===== src/rtl/soc_decerr_slave_pkg.sv =====
// Shared definitions for the AXI4 decode-error slave: response encoding,
// default read data pattern and the write/read FSM state types.
package soc_decerr_slave_pkg;

  // AXI DECERR response encoding.
  localparam logic [1:0]  RESP_DECERR      = 2'b11;

  // Recognisable pattern returned on every read from an unmapped hole.
  localparam logic [63:0] DEFAULT_ERR_DATA = 64'hBADC_AB1E_BADC_AB1E;

  typedef enum logic [1:0] {
    W_IDLE = 2'd0,
    W_DATA = 2'd1,
    W_RESP = 2'd2
  } w_state_e;

  typedef enum logic {
    R_IDLE = 1'b0,
    R_DATA = 1'b1
  } r_state_e;

endpackage


===== src/rtl/soc_decerr_slave.sv =====
// AXI4 error-response slave for the unmapped region of the SoC crossbar.
// Every write is answered with a single DECERR B; every read burst is
// answered with len+1 DECERR beats carrying ERR_DATA. The read and write
// channels are independent and each holds one transaction at a time.
// Optional macro SOC_DECERR_CAPTURE_EN adds a sticky first-fault address
// capture (err_valid_o / err_addr_o, cleared by err_clear_i).
//
// Handshake semantics: a transfer happens on a rising clk_i edge where both
// valid and ready are 1. All ready/valid/payload outputs come straight from
// registers, so nothing here depends combinationally on an input, and a
// raised valid keeps its payload until the matching ready is seen.
module soc_decerr_slave
  import soc_decerr_slave_pkg::*;
#(
  parameter int unsigned           ID_WIDTH   = 5,
  parameter int unsigned           DATA_WIDTH = 64,
  parameter int unsigned           ADDR_WIDTH = 64,
  parameter logic [DATA_WIDTH-1:0] ERR_DATA   = DATA_WIDTH'(DEFAULT_ERR_DATA)
) (
  input  logic                  clk_i,
  input  logic                  rst_i,
`ifdef SOC_DECERR_CAPTURE_EN
  input  logic                  err_clear_i,
  output logic                  err_valid_o,
  output logic [ADDR_WIDTH-1:0] err_addr_o,
`endif
  input  logic                  aw_valid_i,
  output logic                  aw_ready_o,
  input  logic [ID_WIDTH-1:0]   aw_id_i,
  input  logic [ADDR_WIDTH-1:0] aw_addr_i,
  input  logic                  w_valid_i,
  output logic                  w_ready_o,
  input  logic                  w_last_i,
  output logic                  b_valid_o,
  input  logic                  b_ready_i,
  output logic [ID_WIDTH-1:0]   b_id_o,
  output logic [1:0]            b_resp_o,
  input  logic                  ar_valid_i,
  output logic                  ar_ready_o,
  input  logic [ID_WIDTH-1:0]   ar_id_i,
  input  logic [ADDR_WIDTH-1:0] ar_addr_i,
  input  logic [7:0]            ar_len_i,
  output logic                  r_valid_o,
  input  logic                  r_ready_i,
  output logic [ID_WIDTH-1:0]   r_id_o,
  output logic [DATA_WIDTH-1:0] r_data_o,
  output logic [1:0]            r_resp_o,
  output logic                  r_last_o
);

  // Write channel state
  w_state_e            w_state_q;
  logic                aw_ready_q;
  logic                w_ready_q;
  logic                b_valid_q;
  logic [ID_WIDTH-1:0] b_id_q;

  // Read channel state
  r_state_e            r_state_q;
  logic                ar_ready_q;
  logic                r_valid_q;
  logic                r_last_q;
  logic [ID_WIDTH-1:0] r_id_q;
  logic [7:0]          r_len_q;
  logic [7:0]          r_cnt_q;
  logic [7:0]          r_cnt_d;

  logic aw_hs;
  logic w_hs;
  logic b_hs;
  logic ar_hs;
  logic r_hs;

  assign aw_hs   = aw_valid_i & aw_ready_q;
  assign w_hs    = w_valid_i  & w_ready_q;
  assign b_hs    = b_valid_q  & b_ready_i;
  assign ar_hs   = ar_valid_i & ar_ready_q;
  assign r_hs    = r_valid_q  & r_ready_i;
  assign r_cnt_d = r_cnt_q + 8'd1;

  // Write FSM: take AW, swallow W beats until WLAST, then return one DECERR B.
  always_ff @(posedge clk_i or posedge rst_i) begin
    if (rst_i) begin
      w_state_q  <= W_IDLE;
      aw_ready_q <= 1'b0;
      w_ready_q  <= 1'b0;
      b_valid_q  <= 1'b0;
      b_id_q     <= '0;
    end else begin
      case (w_state_q)
        W_IDLE: begin
          // Ready comes up on the first cycle out of reset and stays up.
          aw_ready_q <= 1'b1;
          if (aw_hs) begin
            w_state_q  <= W_DATA;
            b_id_q     <= aw_id_i;
            aw_ready_q <= 1'b0;
            w_ready_q  <= 1'b1;
          end
        end
        W_DATA: begin
          // Burst length is not tracked: WLAST alone closes the burst.
          if (w_hs && w_last_i) begin
            w_state_q <= W_RESP;
            w_ready_q <= 1'b0;
            b_valid_q <= 1'b1;
          end
        end
        W_RESP: begin
          if (b_hs) begin
            w_state_q  <= W_IDLE;
            b_valid_q  <= 1'b0;
            aw_ready_q <= 1'b1;
          end
        end
        default: begin
          w_state_q  <= W_IDLE;
          aw_ready_q <= 1'b0;
          w_ready_q  <= 1'b0;
          b_valid_q  <= 1'b0;
        end
      endcase
    end
  end

  // Read FSM: take AR, then stream len+1 DECERR beats with RLAST on the final one.
  always_ff @(posedge clk_i or posedge rst_i) begin
    if (rst_i) begin
      r_state_q  <= R_IDLE;
      ar_ready_q <= 1'b0;
      r_valid_q  <= 1'b0;
      r_last_q   <= 1'b0;
      r_id_q     <= '0;
      r_len_q    <= '0;
      r_cnt_q    <= '0;
    end else begin
      case (r_state_q)
        R_IDLE: begin
          ar_ready_q <= 1'b1;
          if (ar_hs) begin
            r_state_q  <= R_DATA;
            ar_ready_q <= 1'b0;
            r_valid_q  <= 1'b1;
            r_id_q     <= ar_id_i;
            r_len_q    <= ar_len_i;
            r_cnt_q    <= '0;
            r_last_q   <= (ar_len_i == 8'd0);
          end
        end
        R_DATA: begin
          if (r_hs) begin
            if (r_last_q) begin
              // Counter stops at len, so len=255 never needs to wrap.
              r_state_q  <= R_IDLE;
              r_valid_q  <= 1'b0;
              r_last_q   <= 1'b0;
              ar_ready_q <= 1'b1;
            end else begin
              r_cnt_q  <= r_cnt_d;
              r_last_q <= (r_cnt_d == r_len_q);
            end
          end
        end
        default: begin
          r_state_q  <= R_IDLE;
          ar_ready_q <= 1'b0;
          r_valid_q  <= 1'b0;
          r_last_q   <= 1'b0;
        end
      endcase
    end
  end

`ifdef SOC_DECERR_CAPTURE_EN
  logic                  err_valid_q;
  logic [ADDR_WIDTH-1:0] err_addr_q;

  // Sticky first-fault capture; a new fault in the clearing cycle is kept, AW beats AR.
  always_ff @(posedge clk_i or posedge rst_i) begin
    if (rst_i) begin
      err_valid_q <= 1'b0;
      err_addr_q  <= '0;
    end else if ((!err_valid_q || err_clear_i) && (aw_hs || ar_hs)) begin
      err_valid_q <= 1'b1;
      err_addr_q  <= aw_hs ? aw_addr_i : ar_addr_i;
    end else if (err_clear_i) begin
      err_valid_q <= 1'b0;
    end
  end

  assign err_valid_o = err_valid_q;
  assign err_addr_o  = err_addr_q;
`else
  // Addresses only matter for fault capture.
  logic unused_addr;
  assign unused_addr = ^{aw_addr_i, ar_addr_i};
`endif

  assign aw_ready_o = aw_ready_q;
  assign w_ready_o  = w_ready_q;
  assign b_valid_o  = b_valid_q;
  assign b_id_o     = b_id_q;
  assign b_resp_o   = RESP_DECERR;

  assign ar_ready_o = ar_ready_q;
  assign r_valid_o  = r_valid_q;
  assign r_id_o     = r_id_q;
  assign r_data_o   = r_valid_q ? ERR_DATA : '0;
  assign r_resp_o   = RESP_DECERR;
  assign r_last_o   = r_last_q;

endmodule


===== config.mk =====
export PLATFORM = sky130hd
export DESIGN_NAME = soc_decerr_slave
export DESIGN_NICKNAME = d
export VERILOG_FILES = /design/src/rtl/soc_decerr_slave_pkg.sv /design/src/rtl/soc_decerr_slave.sv
export SDC_FILE = /design/constraint.sdc
export NUM_CORES = 1
export LEC_CHECK = 0
export BUFFER_PORTS_ARGS = -buffer_cell sky130_fd_sc_hd__buf_2
export CAP_MARGIN = 20
export CORE_AREA = 2 2 93 95
export DETAILED_ROUTE_END_ITERATION = 16
export DIE_AREA = 0 0 95 97
export MAX_ROUTING_LAYER = met4
export PLACE_DENSITY = 0.66
export SLEW_MARGIN = 0
export SYNTH_ARGS = -nofsm -noshare
export SYNTH_HDL_FRONTEND = slang
export SYNTH_SLANG_ARGS = --single-unit

===== constraint.sdc =====
create_clock -name clk_i -period 2.53 [get_ports clk_i]
set_input_delay 0.506 -clock clk_i [delete_from_list [all_inputs] [get_ports clk_i]]
set_output_delay 0.506 -clock clk_i [all_outputs]
set_load 0.01 [all_outputs]

==> results.md, run 1 <==
* Core area at 8134 sq um
* Max Clock Freq at 511.0 MHz
* Hold Fails Final Rpt at 0
* Clk sinks at 35
* Yosys warns at 0
* Final setup viols at 0
* Fraction of layout cells with a size suffix above 1 at 0.4122
* Pleak at 1.169 nW
* Routed via count at 1598
* CTS tree: built
* Syn avg cell area at 9.611 sq um
* I/O pin total at 238
* Post-DR vias/cell at 4.161
* Hold slack at 0.3104 ns
* Setup TNS at 0 ns
* Skew final at 0.003052 ns
* # fillers at 854
* Tcrit/Tclk final at 0.7735
* Max Slew Vio Count at 0
* Status: finished, final reports clean
* Type of origin of the critical path: flip-flop
* Post_cts resized at 0
* Grt ovf at 0
* Setup CP Type: reg -> reg
* DRC Markers at 0
* R2r startpoint: r_cnt_q[0]$_DFFE_PP0P_
* Post-synth EDFFs at 0
* Max transition margin at 0.5128
* Layout Cells excl Fill at 384
* CTS Buf Count at 5
* Setup WS pre-CTS at 0.5794 ns
* Post-synthesis instance area at 2230 sq um
* ANT nets after route at 0
* Reg2reg setup slack at 0.57 ns
* Final WL at 4192 um
* Clk slew on worst S/H paths at 0.07 ns
* H-Tree Depth at 2
* DR pass1 iterations at 4
* Clock insertion delay at the later pin of the skew report at 0.28 ns
* Post-synthesis register bit count at 35
* First-pass GRT wire length at 6982 um
* Detailed Route Iter0 Violations at 43
* Crit-path max FO at 7
* Initial Utilization at 0.2741
* Fraction of registers with async set/reset at 1.000
* PortBufs at 79
* Vias in the first global route at 1416
* Avg WL per Cell at 10.92 um
* Placed Cells incl. Taps at 376
* Setup WS post-layout at 0.5729 ns
* Total GRT Usage at 0.09673
* DP HPWL at 3210 um
* Worst reg2reg endpoint: r_last_o$_DFFE_PP0P_
* Required time worst endpoint at 2.76 ns
* Unrepaired setup endpoints after global routing: false
* CP Capture Type: flip-flop
* Final Net Count at 433
* Largest net degree at the start of global routing at 42
* Hold Path Class: in -> async
* Cell row count at 33
* Initial antenna violation count at 0
* Hold_buf cts at 0
* Max_cap viols at 0
* Critical path data arrival time at 2.18 ns
* Synth Instances at 232
* PwrDens at 987.6 nW/um^2
* Routability cong. at 0.8058
* Register area share after synthesis at 0.3928
* Clk buf depth at 2
* Die height at 97 um
* Total power at 2.434 mW
* Tmin final at 1.957 ns
* Area Overhead vs Synth at 10.55%
* Ant diodes at 0
* Distinct cell type count after synthesis at 43
* Die W at 95 um
* Slew at the pin closest to its max-slew limit at 0.7252 ns
* Maximum vdd drop at 0.4016 mV
* Postcts setup bufs at 0
* Reg2reg path depth at 6
* Dominant synthesized flop cell: dfrtp_1
* Clock root buffer: clkbuf_8
* DIE AREA at 9215 sq um
-- final cells by class --
cell class | instances | area, sq um | share of cell area
multi-input combinational | 148 | 913.4 | 0.3706
sequential | 35 | 875.8 | 0.3553
timing repair buffer | 83 | 425.4 | 0.1726
tap | 105 | 131.4 | 0.05330
clock buffer | 8 | 100.1 | 0.04061
inverter | 5 | 18.77 | 0.007614
-- Yosys cell counts (2+ instances only) --
cell type  instances  area share
buf_4             68        0.23
dfrtp_1           35        0.39
mux2_2            19       0.096
nand2_1           19       0.032
o21ai_0           14       0.031
nor2_1            11       0.019
nand3_1            8       0.018
a21oi_1            5       0.011
inv_1              5      0.0084
nor3_1             4      0.0090
xor2_1             4       0.016
nand3b_1           3       0.010
xnor2_1            3       0.012
clkbuf_1           2      0.0034
conb_1             2      0.0034
nand2b_1           2      0.0056
o21a_1             2      0.0067
-- power breakdown --
part           internal [mW]  total, mW  switching [mW]
Combinational          0.501       1.12           0.616
Sequential             0.717      0.869           0.152
Clock                  0.249      0.448           0.199
Total                   1.47       2.43           0.968
-- how the worst max path moves through the flow --
stage	start	end	slack [ns]
after detailed placement	r_cnt_q[0]$_DFFE_PP0P_	r_last_o$_DFFE_PP0P_	0.58
after global routing	r_cnt_q[0]$_DFFE_PP0P_	r_last_o$_DFFE_PP0P_	0.41
final	r_cnt_q[0]$_DFFE_PP0P_	r_last_o$_DFFE_PP0P_	0.57
after floorplan	r_valid_o$_DFFE_PP0P_	r_cnt_q[5]$_DFFE_PP0P_	0.29
after CTS	r_cnt_q[0]$_DFFE_PP0P_	r_last_o$_DFFE_PP0P_	0.55
after global placement	r_cnt_q[0]$_DFFE_PP0P_	r_last_o$_DFFE_PP0P_	0.60
-- metrics by stage --
step	util	instance area, sq um
floorplan	-	2335
global placement	0.2907	2365
detailed placement	0.2907	2365
CTS	0.3030	2465
global route	0.3030	2465
finish	0.3030	2465
-- state kept, by name (all words and copies together) (netlist names) --
name,cells
r_cnt_q,8
r_len_q,8
b_id_o,5
r_id_o,5
w_state_q,2
ar_ready_o,1
aw_ready_o,1
b_valid_o,1
r_last_o,1
r_state_q,1
r_valid_o,1
w_ready_o,1
-- cells by family after synthesis --
logic type | count (synthesis) | share of synthesized area
compound gates | 32 | 0.09092
xor+xnor | 7 | 0.02750
fa+ha+maj | 1 | 0.005611
buf+inv | 77 | 0.2447
flops | 35 | 0.3928
mux | 19 | 0.09596
other cells | 2 | 0.003368
simple gates | 59 | 0.1392
-- layer usage --
metal	up-vias	share of wire	track usage
li1	778	-	-
met1	752	0.45	0.1268
met2	64	0.48	0.1473
met3	4	0.058	0.02882
met4	0	0.012	0.02230
met5	-	0	-
-- critical path, stage by stage, from the launching register on --
cell and delay, ns:
dfrtp_1 0.45, ha_1 0.34, nand3_4 0.15, o21a_1 0.20
o31a_1 0.28, a2111oi_2 0.32, a21o_1 0.16
-- cell usage in the layout (no fill, tap or decap), drive strengths merged, types with 4 or more instances in the layout --
| cell type | Yosys | final |
|---|---|---|
| mux2 | 19 | 19 |
| inv | 5 | 5 |
| conb | 2 | 30 |
| xor2 | 4 | 4 |
| dfrtp | 35 | 35 |
| a21oi | 5 | 5 |
| nor2 | 11 | 11 |
| clkbuf | 2 | 8 |
| nand2 | 19 | 19 |
| nand3 | 10 | 10 |
| o21ai | 14 | 14 |
| nor3 | 4 | 4 |
| buf | 70 | 83 |
Power figures use the tool's default switching activity.
==> run 2, diff against run 1 <==
==> constraint.sdc (replaced) <==
create_clock -name clk_i -period 1.9 [get_ports clk_i]
set_input_delay 0.38 -clock clk_i [delete_from_list [all_inputs] [get_ports clk_i]]
set_output_delay 0.38 -clock clk_i [all_outputs]
set_load 0.01 [all_outputs]
==> run 2 against run 1 <==
Compared with the run above: maximum frequency rose by 11%; first-iteration DRC count grew 35%; clock power increased by 20%; critical path type unchanged; critical endpoint unchanged.
==> results.md, run 2 (synthesis gave the netlist of run 1 again) <==
* Vias in the first global route at 1490 (+5.2%)
* Most common cell after layout, fill and taps aside: buf_2
* DP HPWL at 3172 um (-1.2%)
* Post-DR vias/cell at 4.165 (about the same)
* Hold Path Class: in -> async
* Setup CP Type: reg -> reg
* Max stage delay on crit path at 0.37 ns (-0.08 ns)
* Detailed Route Iter0 Violations at 58 (+35%)
* I/O pin total at 238 (unchanged)
* Required time worst endpoint at 2.13 ns (-0.63 ns)
* Pleak at 1.187 nW (+1.5%)
* Status: finished, final reports clean
* CTS Buf Count at 5 (unchanged)
* Regs by FF count: r_cnt_q: 8 flops, r_len_q: 8 flops
* Setup WS post-layout at 0.1349 ns (-0.4380 ns)
* DIE AREA at 9215 sq um (unchanged)
* Tmin final at 1.765 ns (-0.1920 ns)
* Largest net degree at the start of global routing at 42 (unchanged)
* Maximum vdd drop at 0.6655 mV (+66%)
* PortBufs at 79 (unchanged)
* Final WL at 4130 um (-1.5%)
* Top Family by Delay on Critical Path: compound AO/OA/AOI/OAI gates
* H-Tree Depth at 2 (unchanged)
* Final core utilization at 0.3069 (+0.003846)
* Clock insertion delay at the later pin of the skew report at 0.28 ns (about the same)
* Max Slew Vio Count at 0 (unchanged)
* Placed Area at 2406 sq um (+1.7%)
* # fillers at 844 (-1.2%)
* Setup WS pre-CTS at 0.1072 ns (-0.4722 ns)
* Die height at 97 um (unchanged)
* Reg2reg setup slack at 0.13 ns (-0.44 ns)
* Clk sinks at 35 (unchanged)
* Final Net Count at 438 (+1.2%)
* Hold Fails Final Rpt at 0 (unchanged)
* Unrepaired setup endpoints after global routing: false
* Cell row count at 33 (unchanged)
* Crit-path cells: ha_2, nand3_4, o21a_1, o31a_1, a2111oi_2, a21o_1
* Hold_buf cts at 0 (unchanged)
* Tcrit/Tclk final at 0.9290 (+0.1554)
* Avg WL per Cell at 10.64 um (-2.5%)
* Max_cap viols at 0 (unchanged)
* Crit-path max FO at 6 (-1)
* DR pass1 iterations at 4 (unchanged)
* Grt ovf at 0 (unchanged)
* Placed Cells incl. Taps at 381 (+1.3%)
* Ant diodes at 0 (unchanged)
* CTS tree: built
* CP Capture Type: flip-flop
* Clk buf depth at 2 (unchanged)
* DRC Markers at 0 (unchanged)
* Total GRT Usage at 0.09427 (-0.002455)
* Skew final at 0.005672 ns (+0.002620 ns)
* Max Clock Freq at 566.6 MHz (+11%)
* Clock root buffer: clkbuf_8
* Setup TNS at 0 ns (unchanged)
* Layout Cells excl Fill at 388 (+1.0%)
* Reg2reg path depth at 6 (unchanged)
* Area Overhead vs Synth at 11.95%
* Routed via count at 1616 (+1.1%)
* Clk slew on worst S/H paths at 0.07 ns (about the same)
* Highest-delay cell along the critical path: a2111oi_2
* Design area at 2496 sq um (+1.3%)
* R2r startpoint: r_cnt_q[0]$_DFFE_PP0P_
* First-pass GRT wire length at 6893 um (-1.3%)
* Type of origin of the critical path: flip-flop
* Initial antenna violation count at 0 (unchanged)
* Area occupied by multi-input gates at 915.9 sq um (+0.27%)
* Worst reg2reg endpoint: r_last_o$_DFFE_PP0P_
* Die W at 95 um (unchanged)
* PwrDens at 1296 nW/um^2 (+31%)
* Commonest non-fill, non-tap cells in the layout: buf_2 (79), dfrtp_1 (34), conb_1 (30), nand2_1 (19), mux2_2 (19)
* Critical path data arrival time at 1.99 ns (-0.19 ns)
* Flip-flop and latch area at 879.6 sq um (+0.43%)
* Initial Utilization at 0.2741 (unchanged)
* Routability cong. at 0.7621 (-5.4%)
* CP bufs+invs at 0 (unchanged)
* Fraction of layout cells with a size suffix above 1 at 0.4311 (+0.01891)
* Core area at 8134 sq um (unchanged)
* Final setup viols at 0 (unchanged)
* ANT nets after route at 0 (unchanged)
==> run 2: power breakdown <==
part	switching, mW	internal (mW)
Clock	0.255	0.284
Sequential	0.185	0.960
Combinational	0.842	0.709
==> run 2: repair_timing <==
item                                    CTS  global route
resized for setup                         0             1
endpoints found under the setup margin    0             1
buffers inserted                          0             0
==> run 2: cell type report <==
class                   count  share of cell area
repair buffers             88              0.1855
well taps                 105             0.05263
clock inverters             1            0.002005
flip-flops and latches     35              0.3524
inverters                   5            0.007519
multi-input cells         148              0.3669
clock buffers               6             0.03308
==> run 2: worst register-to-register path: stages, from the launching register on <==
cell and delay (ns):
dfrtp_1 0.36, ha_2 0.26, nand3_4 0.09, o21a_1 0.18
o31a_1 0.29, a2111oi_2 0.37, a21o_1 0.16
==> run 2: routing by layer <==
layer / global-route usage / wire length [um] / vias to the layer above
met4: 0.02341 / 30 / 0
met1: 0.1092 / 1723 / 745
met5: - / 0 / -
met3: 0.02103 / 256 / 4
li1: - / - / 790
met2: 0.1637 / 2119 / 77
==> run 2: through the flow <==
| step | power (mW) | hold WS (ns) |
|---|---|---|
| 3_3_place_gp | 2.691 | 0.4855 |
| 5_1_grt | 3.480 | 0.2163 |
| 4_1_cts | 3.279 | 0.1923 |
| 6_report | 3.236 | 0.1827 |
| 2_1_floorplan | 2.593 | 0.4701 |
| 3_5_place_dp | 2.726 | 0.4903 |
==> run 2: worst max-delay path by stage <==
stage                                 startpoint                endpoint  slack (ns)  cells past startpoint
after floorplan            r_valid_o$_DFFE_PP0P_  r_cnt_q[5]$_DFFE_PP0P_        0.09                      7
after global placement    r_cnt_q[0]$_DFFE_PP0P_    r_last_o$_DFFE_PP0P_        0.15                      6
after detailed placement  r_cnt_q[0]$_DFFE_PP0P_    r_last_o$_DFFE_PP0P_        0.11                      7
after CTS                 r_cnt_q[0]$_DFFE_PP0P_    r_last_o$_DFFE_PP0P_        0.09                      7
after global routing      r_cnt_q[0]$_DFFE_PP0P_    r_last_o$_DFFE_PP0P_        0.02                      6
final                     r_cnt_q[0]$_DFFE_PP0P_    r_last_o$_DFFE_PP0P_        0.13                      6
==> run 3, diff against run 2 <==
--- a/config.mk
+++ b/config.mk
@@ -11,7 +11,7 @@
 export DETAILED_ROUTE_END_ITERATION = 16
 export DIE_AREA = 0 0 95 97
 export MAX_ROUTING_LAYER = met4
-export PLACE_DENSITY = 0.66
+export PLACE_DENSITY = 0.7
 export SLEW_MARGIN = 0
 export SYNTH_ARGS = -nofsm -noshare
 export SYNTH_HDL_FRONTEND = slang
==> run 3 against run 2 <==
Compared with the run above: via count fell by 0.50%; largest power group unchanged; design area hardly changed; routed wire length up 3.3%; clock-buffer cell count up 1; sequential cell count unchanged.
==> results.md, run 3 (synthesis gave the netlist of run 1 again) <==
* Status: finished, final reports clean
* # fillers at 844 (unchanged)
* Required time worst endpoint at 2.12 ns (about the same)
* Core area at 8134 sq um (unchanged)
* Clk sinks at 35 (unchanged)
* Fraction of layout cells with a size suffix above 1 at 0.4240 (-0.007067)
* Setup CP Type: reg -> reg
* Reg2reg setup slack at 0.16 ns (+0.03 ns)
* Unrepaired setup endpoints after global routing: false
* Flop pwr share at 0.359 (+0.005)
* DP HPWL at 3407 um (+7.4%)
* PortBufs at 79 (unchanged)
* Most common cell after layout, fill and taps aside: buf_2
* Net Sw Power at 1.283 mW (about the same)
* Setup TNS at 0 ns (unchanged)
* Cell row count at 33 (unchanged)
* Detailed Route Iter0 Violations at 87 (+50%)
* Clock insertion delay at the later pin of the skew report at 0.28 ns (about the same)
* R2r startpoint: r_cnt_q[2]$_DFFE_PP0P_
* Final setup viols at 0 (unchanged)
* DR pass1 iterations at 4 (unchanged)
* Crit-path max FO at 8 (+2)
* Total GRT Usage at 0.09690 (+0.002626)
* Tmin final at 1.739 ns (-0.02569 ns)
* Hold Path Class: in -> async
* Clk pwr share at 0.156 (-0.011)
* First-pass GRT wire length at 7120 um (+3.3%)
* Clock root buffer: clkbuf_8
* Die height at 97 um (unchanged)
* DRC Markers at 0 (unchanged)
* I/O pin total at 238 (unchanged)
* Routability cong. at 0.7732 (+1.5%)
* Ant diodes at 0 (unchanged)
* Slew at the pin closest to its max-slew limit at 0.5141 ns
* Final WL at 4267 um (+3.3%)
* CP Capture Type: flip-flop
* Reg2reg path depth at 5 (-1)
* Max transition margin at 0.6569
* Max Clock Freq at 574.9 MHz (+1.5%)
* Postcts setup bufs at 0 (unchanged)
* Clk slew on worst S/H paths at 0.07 ns (about the same)
* Int Power at 1.924 mW (-1.5%)
* Hold slack at 0.1182 ns (-0.06446 ns)
* Maximum vdd drop at 0.6359 mV (-4.4%)
* Regs by FF count: r_cnt_q: 8 flops, r_len_q: 8 flops
* Area Overhead vs Synth at 12.01% (about the same)
* PwrDens at 1284 nW/um^2 (-0.93%)
* Max Slew Vio Count at 0 (unchanged)
* Comb pwr share at 0.485 (+0.006)
* Skew final at 0.003618 ns (-0.002054 ns)
* ANT nets after route at 0 (unchanged)
* Grt ovf at 0 (unchanged)
* Initial antenna violation count at 0 (unchanged)
* Hold Fails Final Rpt at 0 (unchanged)
* Post-DR vias/cell at 4.144 (-0.50%)
* Pleak at 1.183 nW (-0.35%)
* Final Net Count at 438 (unchanged)
* CTS tree: built
* H-Tree Depth at 2 (unchanged)
* Avg WL per Cell at 11.00 um (+3.3%)
* Routed via count at 1608 (-0.50%)
* Critical path data arrival time at 1.96 ns (-0.03 ns)
* Vias in the first global route at 1558 (+4.6%)
* Max_cap viols at 0 (unchanged)
* Commonest non-fill, non-tap cells in the layout: buf_2 (79), dfrtp_1 (34), conb_1 (30), nand2_1 (19), mux2_2 (19)
* Die W at 95 um (unchanged)
* Total power at 3.207 mW (-0.88%)
* Initial Utilization at 0.2741 (unchanged)
* Worst reg2reg endpoint: r_last_o$_DFFE_PP0P_
* Largest net degree at the start of global routing at 42 (unchanged)
* Net Sw Frac at 0.4001 (+0.003930)
* Tcrit/Tclk final at 0.9155 (-0.01352)
* Clk buf depth at 2 (unchanged)
* CTS Buf Count at 5 (unchanged)
* DIE AREA at 9215 sq um (unchanged)
* Type of origin of the critical path: flip-flop
-- run 3: cell count changes in the layout (fill, tap and decap cells not counted) --
cell | before | now
clkinv_2 | 1 | 0
clkbuf_8 | 6 | 5
clkbuf_1 | 0 | 2
buf_4 | 9 | 8
buf_12 | 0 | 1
-- run 3: through the flow --
step                      cells  area (sq um)  setup slack [ns]  utilization
final                       388          2497            0.1606       0.3070
after global routing        388          2497           0.06669       0.3070
after floorplan             260          2338           0.09259            -
after global placement      381          2419            0.1078       0.2973
after detailed placement    381          2419           0.09758       0.2973
after CTS                   388          2495           0.08976       0.3067
-- run 3: how the worst max path moves through the flow --
stage,start,end,depth (start not counted),slack (ns)
2_1_floorplan,r_valid_o$_DFFE_PP0P_,r_cnt_q[5]$_DFFE_PP0P_,7,0.09
3_3_place_gp,r_cnt_q[0]$_DFFE_PP0P_,r_last_o$_DFFE_PP0P_,7,0.11
3_5_place_dp,r_cnt_q[0]$_DFFE_PP0P_,r_last_o$_DFFE_PP0P_,7,0.1
4_1_cts,r_cnt_q[0]$_DFFE_PP0P_,r_last_o$_DFFE_PP0P_,7,0.09
5_1_grt,r_cnt_q[0]$_DFFE_PP0P_,r_last_o$_DFFE_PP0P_,6,0.07
6_report,r_cnt_q[2]$_DFFE_PP0P_,r_last_o$_DFFE_PP0P_,5,0.16
-- run 3: worst max-delay path, stage by stage, from the launching register on --
cell       delay, ns
dfrtp_1         0.52
nand3_2         0.19
nor4_2          0.28
a31oi_1         0.09
a2111oi_2       0.42
a21o_1          0.17
-- run 3: timing repair --
action                                  4_1_cts  5_1_grt
endpoints found under the setup margin        0        1
gates resized for setup                       0        1
hold buffers                                  0        0
-- run 3: routing by layer --
layer,wire (um),GRT usage,part of all wire,vias up
li1,-,-,-,789
met1,1747,0.1067,0.41,753
met2,2264,0.1729,0.53,61
met3,220,0.02025,0.052,5
met4,36,0.02899,0.0084,0
met5,0,-,0,-
-- run 3: power groups by stage --
| stage | logic (mW) | clock network [mW] | registers (mW) |
|---|---|---|---|
| finish | 1.56 | 0.499 | 1.15 |
| global route | 1.73 | 0.557 | 1.18 |
| CTS | 1.58 | 0.522 | 1.15 |
| detailed placement | 1.58 | 0 | 1.17 |
| global placement | 1.54 | 0 | 1.15 |
| floorplan | 1.35 | 0 | 1.24 |
-- run 3: layout make-up --
| type | count | area, sq um | share of cell area |
|---|---|---|---|
| Clock buffer | 7 | 76.32 | 0.03056 |
| Inverter | 5 | 18.77 | 0.007515 |
| Multi-Input combinational cell | 148 | 915.9 | 0.3667 |
| Sequential cell | 35 | 879.6 | 0.3522 |
| Tap cell | 105 | 131.4 | 0.05261 |
| Timing Repair Buffer | 88 | 475.5 | 0.1904 |
